===== config.mk =====
export PLATFORM = sky130hd
export DESIGN_NAME = pwm_dac_generator_flat
export DESIGN_NICKNAME = d
export VERILOG_FILES = /design/src/rtl/pwm_dac_generator_if.sv /design/src/rtl/pwm_dac_generator.sv /design/src/flat_wrapper.sv
export SDC_FILE = /design/constraint.sdc
export NUM_CORES = 1
export LEC_CHECK = 0
export BUFFER_PORTS_ARGS = -buffer_cell sky130_fd_sc_hd__buf_2
export CORE_MARGIN = 8
export CORE_UTILIZATION = 40
export CTS_BUF_LIST = sky130_fd_sc_hd__clkbuf_4
export CTS_CLUSTER_SIZE = 24
export DETAILED_ROUTE_END_ITERATION = 8
export SLEW_MARGIN = 20
export SYNTH_ARGS = -nofsm -noshare
export SYNTH_HDL_FRONTEND = slang
export SYNTH_SLANG_ARGS = --single-unit
export TNS_END_PERCENT = 10

===== constraint.sdc =====
create_clock -name clk -period 6.9 [get_ports clk]
set_clock_uncertainty 0.05 [all_clocks]
set_input_delay 1.035 -clock clk [delete_from_list [all_inputs] [get_ports clk]]
set_output_delay 1.035 -clock clk [all_outputs]
set_load 0.05 [all_outputs]

===== src/rtl/pwm_dac_generator_if.sv =====
`default_nettype none
// ============================================================================
// Module      : pwm_dac_generator_if
// Description : Millivolt setpoint valid/ready handshake into the PWM DAC.
// Revision    : 1.0 - initial release
// ============================================================================

interface pwm_dac_generator_if;
   logic [15:0] mv_in;
   logic        mv_valid;
   logic        mv_ready;

   modport master (
      output mv_in,
      output mv_valid,
      input  mv_ready
   );

   modport slave (
      input  mv_in,
      input  mv_valid,
      output mv_ready
   );
endinterface

`default_nettype wire


===== src/rtl/pwm_dac_generator.sv =====
`default_nettype none
// ============================================================================
// Module      : pwm_dac_generator
// Description : Converts a millivolt setpoint to a PWM duty code through a
//               clamp / multiply / shift pipeline and drives a PWM DAC pin.
//               Build option PWM_SHADOW_EN: when defined, the new duty is held
//               and loaded only at a PWM period boundary (glitch-free).
// Revision    : 1.0 - initial release
// ============================================================================

module pwm_dac_generator #(
   parameter int WIDTH          = 8,
   parameter int FULL_SCALE_MV  = 3300,
   parameter int SCALING_FACTOR = 79,
   parameter int SHIFT_FACTOR   = 10
) (
   input  logic                 clk,
   input  logic                 reset,
   pwm_dac_generator_if.slave   mv,
   output logic                 pwm_out,
   output logic [WIDTH-1:0]     duty_code,
   output logic                 period_pulse
);

   localparam int                  C_MV_W       = 16;
   localparam int                  C_PROD_W     = C_MV_W + $clog2(SCALING_FACTOR) + 1;
   localparam logic [WIDTH-1:0]    C_CNT_MAX    = {WIDTH{1'b1}};
   localparam logic [WIDTH-1:0]    C_CNT_PRE    = C_CNT_MAX - 1'b1;
   localparam logic [C_MV_W-1:0]   C_FULL_SCALE = C_MV_W'(FULL_SCALE_MV);
   localparam logic [C_PROD_W-1:0] C_SCALE      = C_PROD_W'(SCALING_FACTOR);
   localparam logic [C_PROD_W-1:0] C_DUTY_MAX   = C_PROD_W'((2 ** WIDTH) - 1);

`ifdef PWM_SHADOW_EN
   typedef enum logic [2:0] {
      S_IDLE  = 3'd0,
      S_CLAMP = 3'd1,
      S_MULT  = 3'd2,
      S_SHIFT = 3'd3,
      S_HOLD  = 3'd4
   } state_t;
`else
   typedef enum logic [1:0] {
      S_IDLE  = 2'd0,
      S_CLAMP = 2'd1,
      S_MULT  = 2'd2,
      S_SHIFT = 2'd3
   } state_t;
`endif

   state_t               r_state;
   state_t               w_state_next;
   logic                 w_accept;
   logic                 w_load_duty;
   logic                 w_at_max;
   logic [C_MV_W-1:0]    w_mv_clamped;
   logic [C_MV_W-1:0]    r_mv_c;
   logic [C_PROD_W-1:0]  r_prod;
   logic [C_PROD_W-1:0]  w_shifted;
   logic [WIDTH-1:0]     w_pend_sat;
   logic [WIDTH-1:0]     r_pend;
   logic [WIDTH-1:0]     r_duty;
   logic [WIDTH-1:0]     r_counter;
   logic                 r_pwm;
   logic                 r_pulse;

   // Ready is gated by reset so a source never sees a handshake during reset.
   assign mv.mv_ready   = (r_state == S_IDLE) & reset;
   assign w_accept      = mv.mv_valid & mv.mv_ready;
   assign w_at_max      = (r_counter == C_CNT_MAX);

   assign w_mv_clamped  = (mv.mv_in > C_FULL_SCALE) ? C_FULL_SCALE : mv.mv_in;
   assign w_shifted     = r_prod >> SHIFT_FACTOR;
   assign w_pend_sat    = (w_shifted > C_DUTY_MAX) ? C_CNT_MAX : w_shifted[WIDTH-1:0];

   always_ff @(posedge clk or negedge reset) begin
      if (!reset) begin
         r_state <= S_IDLE;
      end else begin
         r_state <= w_state_next;
      end
   end

   always_comb begin
      w_state_next = r_state;
      w_load_duty  = 1'b0;
      case (r_state)
         S_IDLE: begin
            if (w_accept) begin
               w_state_next = S_CLAMP;
            end
         end
         S_CLAMP: begin
            w_state_next = S_MULT;
         end
         S_MULT: begin
            w_state_next = S_SHIFT;
         end
`ifdef PWM_SHADOW_EN
         // A boundary coinciding with SHIFT is skipped; the load waits a full period.
         S_SHIFT: begin
            w_state_next = S_HOLD;
         end
         S_HOLD: begin
            if (w_at_max) begin
               w_load_duty  = 1'b1;
               w_state_next = S_IDLE;
            end
         end
`else
         S_SHIFT: begin
            w_load_duty  = 1'b1;
            w_state_next = S_IDLE;
         end
`endif
         default: begin
            w_state_next = S_IDLE;
         end
      endcase
   end

   always_ff @(posedge clk or negedge reset) begin
      if (!reset) begin
         r_mv_c <= '0;
         r_prod <= '0;
         r_pend <= '0;
         r_duty <= '0;
      end else begin
         if (w_accept) begin
            r_mv_c <= w_mv_clamped;
         end
         if (r_state == S_CLAMP) begin
            r_prod <= C_PROD_W'(r_mv_c) * C_SCALE;
         end
         if (r_state == S_MULT) begin
            r_pend <= w_pend_sat;
         end
         if (w_load_duty) begin
            r_duty <= r_pend;
         end
      end
   end

   // Pulse is registered one count early so it lines up with counter == max.
   always_ff @(posedge clk or negedge reset) begin
      if (!reset) begin
         r_counter <= '0;
         r_pulse   <= 1'b0;
         r_pwm     <= 1'b0;
      end else begin
         r_counter <= r_counter + 1'b1;
         r_pulse   <= (r_counter == C_CNT_PRE);
         r_pwm     <= (r_counter < r_duty);
      end
   end

   assign pwm_out      = r_pwm;
   assign duty_code    = r_duty;
   assign period_pulse = r_pulse;

endmodule

`default_nettype wire


===== src/flat_wrapper.sv =====
// flat-port wrapper written by rule: the top's interface ports become plain ports
module pwm_dac_generator_flat 
#(
   parameter int WIDTH          = 8,
   parameter int FULL_SCALE_MV  = 3300,
   parameter int SCALING_FACTOR = 79,
   parameter int SHIFT_FACTOR   = 10
)
  (clk, reset, pwm_out, duty_code, period_pulse, mv_mv_in, mv_mv_valid, mv_mv_ready);
  pwm_dac_generator_if mv_i ();
  input  logic clk;
  input  logic reset;
  output logic pwm_out;
  output logic [WIDTH-1:0] duty_code;
  output logic period_pulse;
  input wire logic [$bits(mv_i.mv_in)-1:0] mv_mv_in;
  input wire logic [$bits(mv_i.mv_valid)-1:0] mv_mv_valid;
  output wire logic [$bits(mv_i.mv_ready)-1:0] mv_mv_ready;
  assign mv_i.mv_in = mv_mv_in;
  assign mv_i.mv_valid = mv_mv_valid;
  assign mv_mv_ready = mv_i.mv_ready;
  pwm_dac_generator #(.WIDTH(WIDTH), .FULL_SCALE_MV(FULL_SCALE_MV), .SCALING_FACTOR(SCALING_FACTOR), .SHIFT_FACTOR(SHIFT_FACTOR)) u_core (.clk(clk), .reset(reset), .mv(mv_i), .pwm_out(pwm_out), .duty_code(duty_code), .period_pulse(period_pulse));
endmodule

After elaboration in Yosys (flattened, before gate mapping)
Cells that the tools add are included.
{ "word_totals": {"regBits": 67, "wordCells": 26, "out_inout_bits": 11} }
{ "classes": {"reduce_logical": 1, "eq_ne": 5, "addsub": 1, "order_cmp": 3, "n_bitwise": 2, "n_mux": 5, "n_mul": 1} }
{ "op_table": {"columns": ["operator", "count"], "rows": [
  ["16-bit by 7-bit multiplier with 23-bit output, second input constant", 1],
  ["16-bit by 12-bit > comparator with 1-bit output, second input constant", 1],
  ["16-bit 2-to-1 mux", 1],
  ["13-bit by 8-bit > comparator with 1-bit output, second input constant", 1],
  ["8-bit by 1-bit adder with 8-bit output, second input constant", 1],
  ["8-bit equality test, second input constant", 1],
  ["8-bit < comparator", 1],
  ["8-bit 2-to-1 mux", 1],
  ["2-bit one-hot mux with 4 select lines", 1],
  ["2-bit equality test, second input constant", 2],
  ["1-bit AND", 2],
  ["2-bit by 1-bit equality test with 1-bit output, second input constant", 1],
  ["2-bit logical NOT", 1],
  ["2-bit 2-to-1 mux", 1],
  ["2-bit by 1-bit != test with 1-bit output, second input constant", 1],
  ["1-bit 2-to-1 mux", 1]
]} }

Logic depth before layout (Yosys ltp)
{ "logic_depth": {"ltp_word": 5, "ltp_mapped": 16, "depth_no_buf": 15} }

Worst setup path after synthesis
OpenSTA, ideal clock, no wires.
{ "synth_path": {"path_type": "flip-flop to flip-flop", "startpoint": "reg u_core.r_mv_c[10]", "endpoint": "reg u_core.r_prod[20]", "setup_time_ns": 0.095, "stages_incl_launch_ff": 17, "slack_ns": 2.737, "arrival_ns": 4.018, "path_buffers": 1, "period_less_slack_ns": 4.163, "path_cell_list": "dfrtp_1 -> inv_1 -> fa_1 -> inv_1 -> ha_1 -> fa_1 -> inv_1 -> fa_1 -> inv_1 -> ha_1 -> buf_2 -> a211oi_1 -> o21bai_1 -> a31o_2 -> and3_1 -> o31a_1 -> o31ai_1"} }
{ "synth_via": {"elab_chain_len": 1} }
{ "synth_lines": {"columns": ["element", "line_no", "rtl"], "rows": [
  ["start: declaration", "pwm_dac_generator.sv:56", "logic [C_MV_W-1:0] r_mv_c;"],
  ["start signal: assignment", "pwm_dac_generator.sv:129", "r_mv_c <= w_mv_clamped;"],
  ["16-bit by 7-bit multiplier with 23-bit output", "pwm_dac_generator.sv:132", "r_prod <= C_PROD_W'(r_mv_c) * C_SCALE;"],
  ["end signal: assignment", "pwm_dac_generator.sv:132", null],
  ["end: declaration", "pwm_dac_generator.sv:57", "logic [C_PROD_W-1:0] r_prod;"]
]} }
No other way between the ends.
A chain may end at the register's enable or synchronous reset.

Worst setup path after layout
{ "layout_path": {"startpoint": "reg u_core.r_mv_c[12]", "endpoint": "reg u_core.r_prod[20]"} }
The elaborated chain is that of the path after synthesis.

==> impl_metrics.csv <==
group,metric,value,unit
timing,drv_slew,0,
setup_path,r2r_cells,15,
setup_path,r2r_start,"u_core.r_mv_c[12]$_DFFE_PN0P_",
logic_synthesis,yosys.area.top_type_share,31.1,%
timing,hold_viol_final,0,
timing,min_period,4.54,ns
place,hpwlAfterDp,7750,um
layout,multiInputGateArea,2770,um2
floorplanning,die_area,15100,um2
setup_path,cp_data_arrival_time,4.80,ns
layout,n_antenna_cell,0,
layout,seq_area,1430,um2
clock_network,cts_tree,"done",
logic_synthesis,syn_area,4580,um2
timing,fin_setup_tns,0,ns
routing,drtPass1Iterations,4,
clock_network,clk_path_buf_depth,2,
floorplanning,core_area,11300,um2
floorplanning,initial_core_util,40.5,%
setup_path,cp-end-kind,"flop",
timing,maxSlewHeadroom,52.2,%
setup_path,setup.worst_path.start,"u_core.r_mv_c[12]$_DFFE_PN0P_",
logic_synthesis,synth-seq-cells,57,
logic_synthesis,yosys_warnings,0,
timing,setup_viol,0,
logic_synthesis,syn-instance-count,457,
logic_synthesis,yosysMostFrequentCell,"inv_1",
clock_network,root_buffer,"clkbuf_4",
setup_path,critical_path_class,"flop to flop",
routing,drc,0,
run,drv_cap,0,
logic_synthesis,synthTopCellsByCount,"93 x inv_1, 60 x ha_1, 57 x dfrtp_1, 38 x fa_1, 32 x o21ai_0",
routing,wl_per_cell,15.1,um
layout,num-nets-final,605,
logic_synthesis,syn_area_per_cell,10.0,um2
routing,num_vias,3239,
floorplanning,boundaryPins,30,
global_routing,antenna_found_initial,0,
timing,period_share,65.8,%
clock_network,clk_pin_slew,0.11,ns
timing,rsz0062_at_grt,"no",
setup_path,worstPathMaxFanout,8,
min_path,worstHoldPathType,"input pin to asynchronous set/reset pin",
place,dp_slack,2.37,ns
logic_synthesis,synth_nets,574,
global_routing,grt_pass1_wl,16800,um
clock_network,h-tree-depth,3,
layout,final_layout_size_suffix_gt1_share,12.4,%
logic_synthesis,ys_seq_area_share,31.1,%
setup_path,cp.required,7.16,ns
clock_network,cts_hold_buf,0,
clock_network,numCtsBuffers,9,
timing,max_slew.worst_pin.slew,0.717,ns
place,routabilityCongestion,0.876,
setup_path,regToRegEndpoint,"u_core.r_prod[20]$_DFFE_PN0N_",
global_routing,track_usage,13.9,%
clock_network,clkLatencyLatePin,0.41,ns
layout,area_growth,10.7,%
timing,max_freq,0.220,GHz
clock_network,post-cts-setup-buffers,0,
routing,via_per_inst,5.09,
logic_synthesis,ys_types,45,
routing,drt_wl_total,9600,um
logic_synthesis,yosys_most_used_dff,"dfrtp_1",
routing,drt_iter0_drc,213,
global_routing,grt_pass1_vias,3469,
setup_path,cp-endpoint,"u_core.r_prod[20]$_DFFE_PN0N_",
floorplanning,fp.dieW,123,um
floorplanning,rows,39,
logic_synthesis,ys_async_sr_fraction,100,%
setup_path,rrSetupSlack,2.36,ns
setup_path,start_kind,"flop",
layout,fillCellCount,1107,
global_routing,grt_max_degree,56,
logic_synthesis,ys_top_cells_by_area,"dfrtp_1 31%, fa_1 17%, ha_1 16%",
place,numPortBuffers,29,
routing,drtAntennaViolNets,0,
floorplanning,die_y,123,um
logic_synthesis,yosysTopAreaCell,"dfrtp_1",
global_routing,grt.overflow.total,0,
clock_network,cts_resized,0,
run_status,status,"complete, no violations",
timing,setup_ws,2.36,ns
clock_network,clock-sinks,57,
logic_synthesis,synth_edf_count,0,
timing,whs,0.401,ns
[area by class of cell]
class / count / area share, %
inverter: 93 / 6.89
tap: 143 / 3.53
clock inverter: 7 / 2.52
sequential: 57 / 28.1
timing repair buffer: 30 / 3.01
multi-input combinational: 297 / 54.6
clock buffer: 9 / 1.33
[cells in the final DEF (no fill, tap or decap), types with 4 or more instances in the layout]
cell        n
inv_1      93
ha_1       60
dfrtp_1    57
fa_1       38
o21ai_0    32
nand2_1    29
buf_2      29
nor2_1     16
a21oi_1    15
xnor2_1    11
nand3_1     9
clkbuf_4    9
mux2_2      8
o22a_1      8
a211oi_1    6
xor2_1      5
nand4_1     4
nor3_1      4
a2bb2oi_1   4
a21o_1      4
[logic make-up (layout without fill, tap and decap cells)]
| family | count (synthesis) | in the layout | synth area share [%] |
|---|---|---|---|
| multiplexers | 9 | 9 | 2.29 |
| XOR/XNOR | 16 | 16 | 3.06 |
| flip-flops | 57 | 57 | 31.1 |
| AND/OR/NAND/NOR | 80 | 80 | 8.47 |
| adder cells (fa/ha/maj) | 98 | 98 | 33.0 |
| AO/OA/AOI/OAI | 94 | 94 | 13.6 |
| buffers and inverters | 103 | 139 | 8.47 |
[routing by layer]
| metal | vias up | GRT usage [%] | wire length [um] |
|---|---|---|---|
| met5 | - | 0 | 0 |
| met4 | 0 | 4.67 | 119 |
| met3 | 11 | 2.74 | 396 |
| met2 | 78 | 23.2 | 4510 |
| met1 | 1562 | 17.8 | 4570 |
| li1 | 1588 | - | - |
[worst min path at each step]
stage / start / end / slack [ns]
floorplan: u_core.r_prod[21]$_DFFE_PN0N_ / u_core.r_prod[21]$_DFFE_PN0N_ / 0.39
global placement: u_core.r_prod[21]$_DFFE_PN0N_ / u_core.r_prod[21]$_DFFE_PN0N_ / 0.42
detailed placement: u_core.r_prod[21]$_DFFE_PN0N_ / u_core.r_prod[21]$_DFFE_PN0N_ / 0.42
CTS: reset / u_core.r_mv_c[15]$_DFFE_PN0P_ / 0.37
global route: reset / u_core.r_mv_c[14]$_DFFE_PN0P_ / 0.37
finish: reset / u_core.r_mv_c[14]$_DFFE_PN0P_ / 0.40
[through the flow]
step / cell area (um2) / util [%] / instances
floorplan: 4580 / - / 457
global placement: 4870 / 43.0 / 620
detailed placement: 4870 / 43.0 / 620
CTS: 5070 / 44.8 / 636
global route: 5070 / 44.8 / 636
finish: 5070 / 44.8 / 636
[state kept, by name (all words and copies together), names as in the netlist]
signal / cells
u_core.r_mv_c: 16
u_core.r_pend: 8
u_core.period_pulse: 1
u_core.r_counter: 8
u_core.r_state: 2
u_core.r_prod: 13
u_core.pwm_out: 1
u_core.duty_code: 8
[critical path, stage by stage (launching register included)]
cell and delay, ns:
dfrtp_1 0.47, inv_1 0.17, fa_1 0.51, inv_1 0.05, ha_1 0.29, fa_1 0.54
inv_1 0.05, fa_1 0.50, inv_1 0.05, ha_1 0.41, a211oi_1 0.28, o21bai_1 0.13
a31o_2 0.26, and3_1 0.19, o31a_1 0.28, o31ai_1 0.21
Power is not shown: default switching activity piles up to over one toggle a cycle in this logic, so the estimate is an artifact.
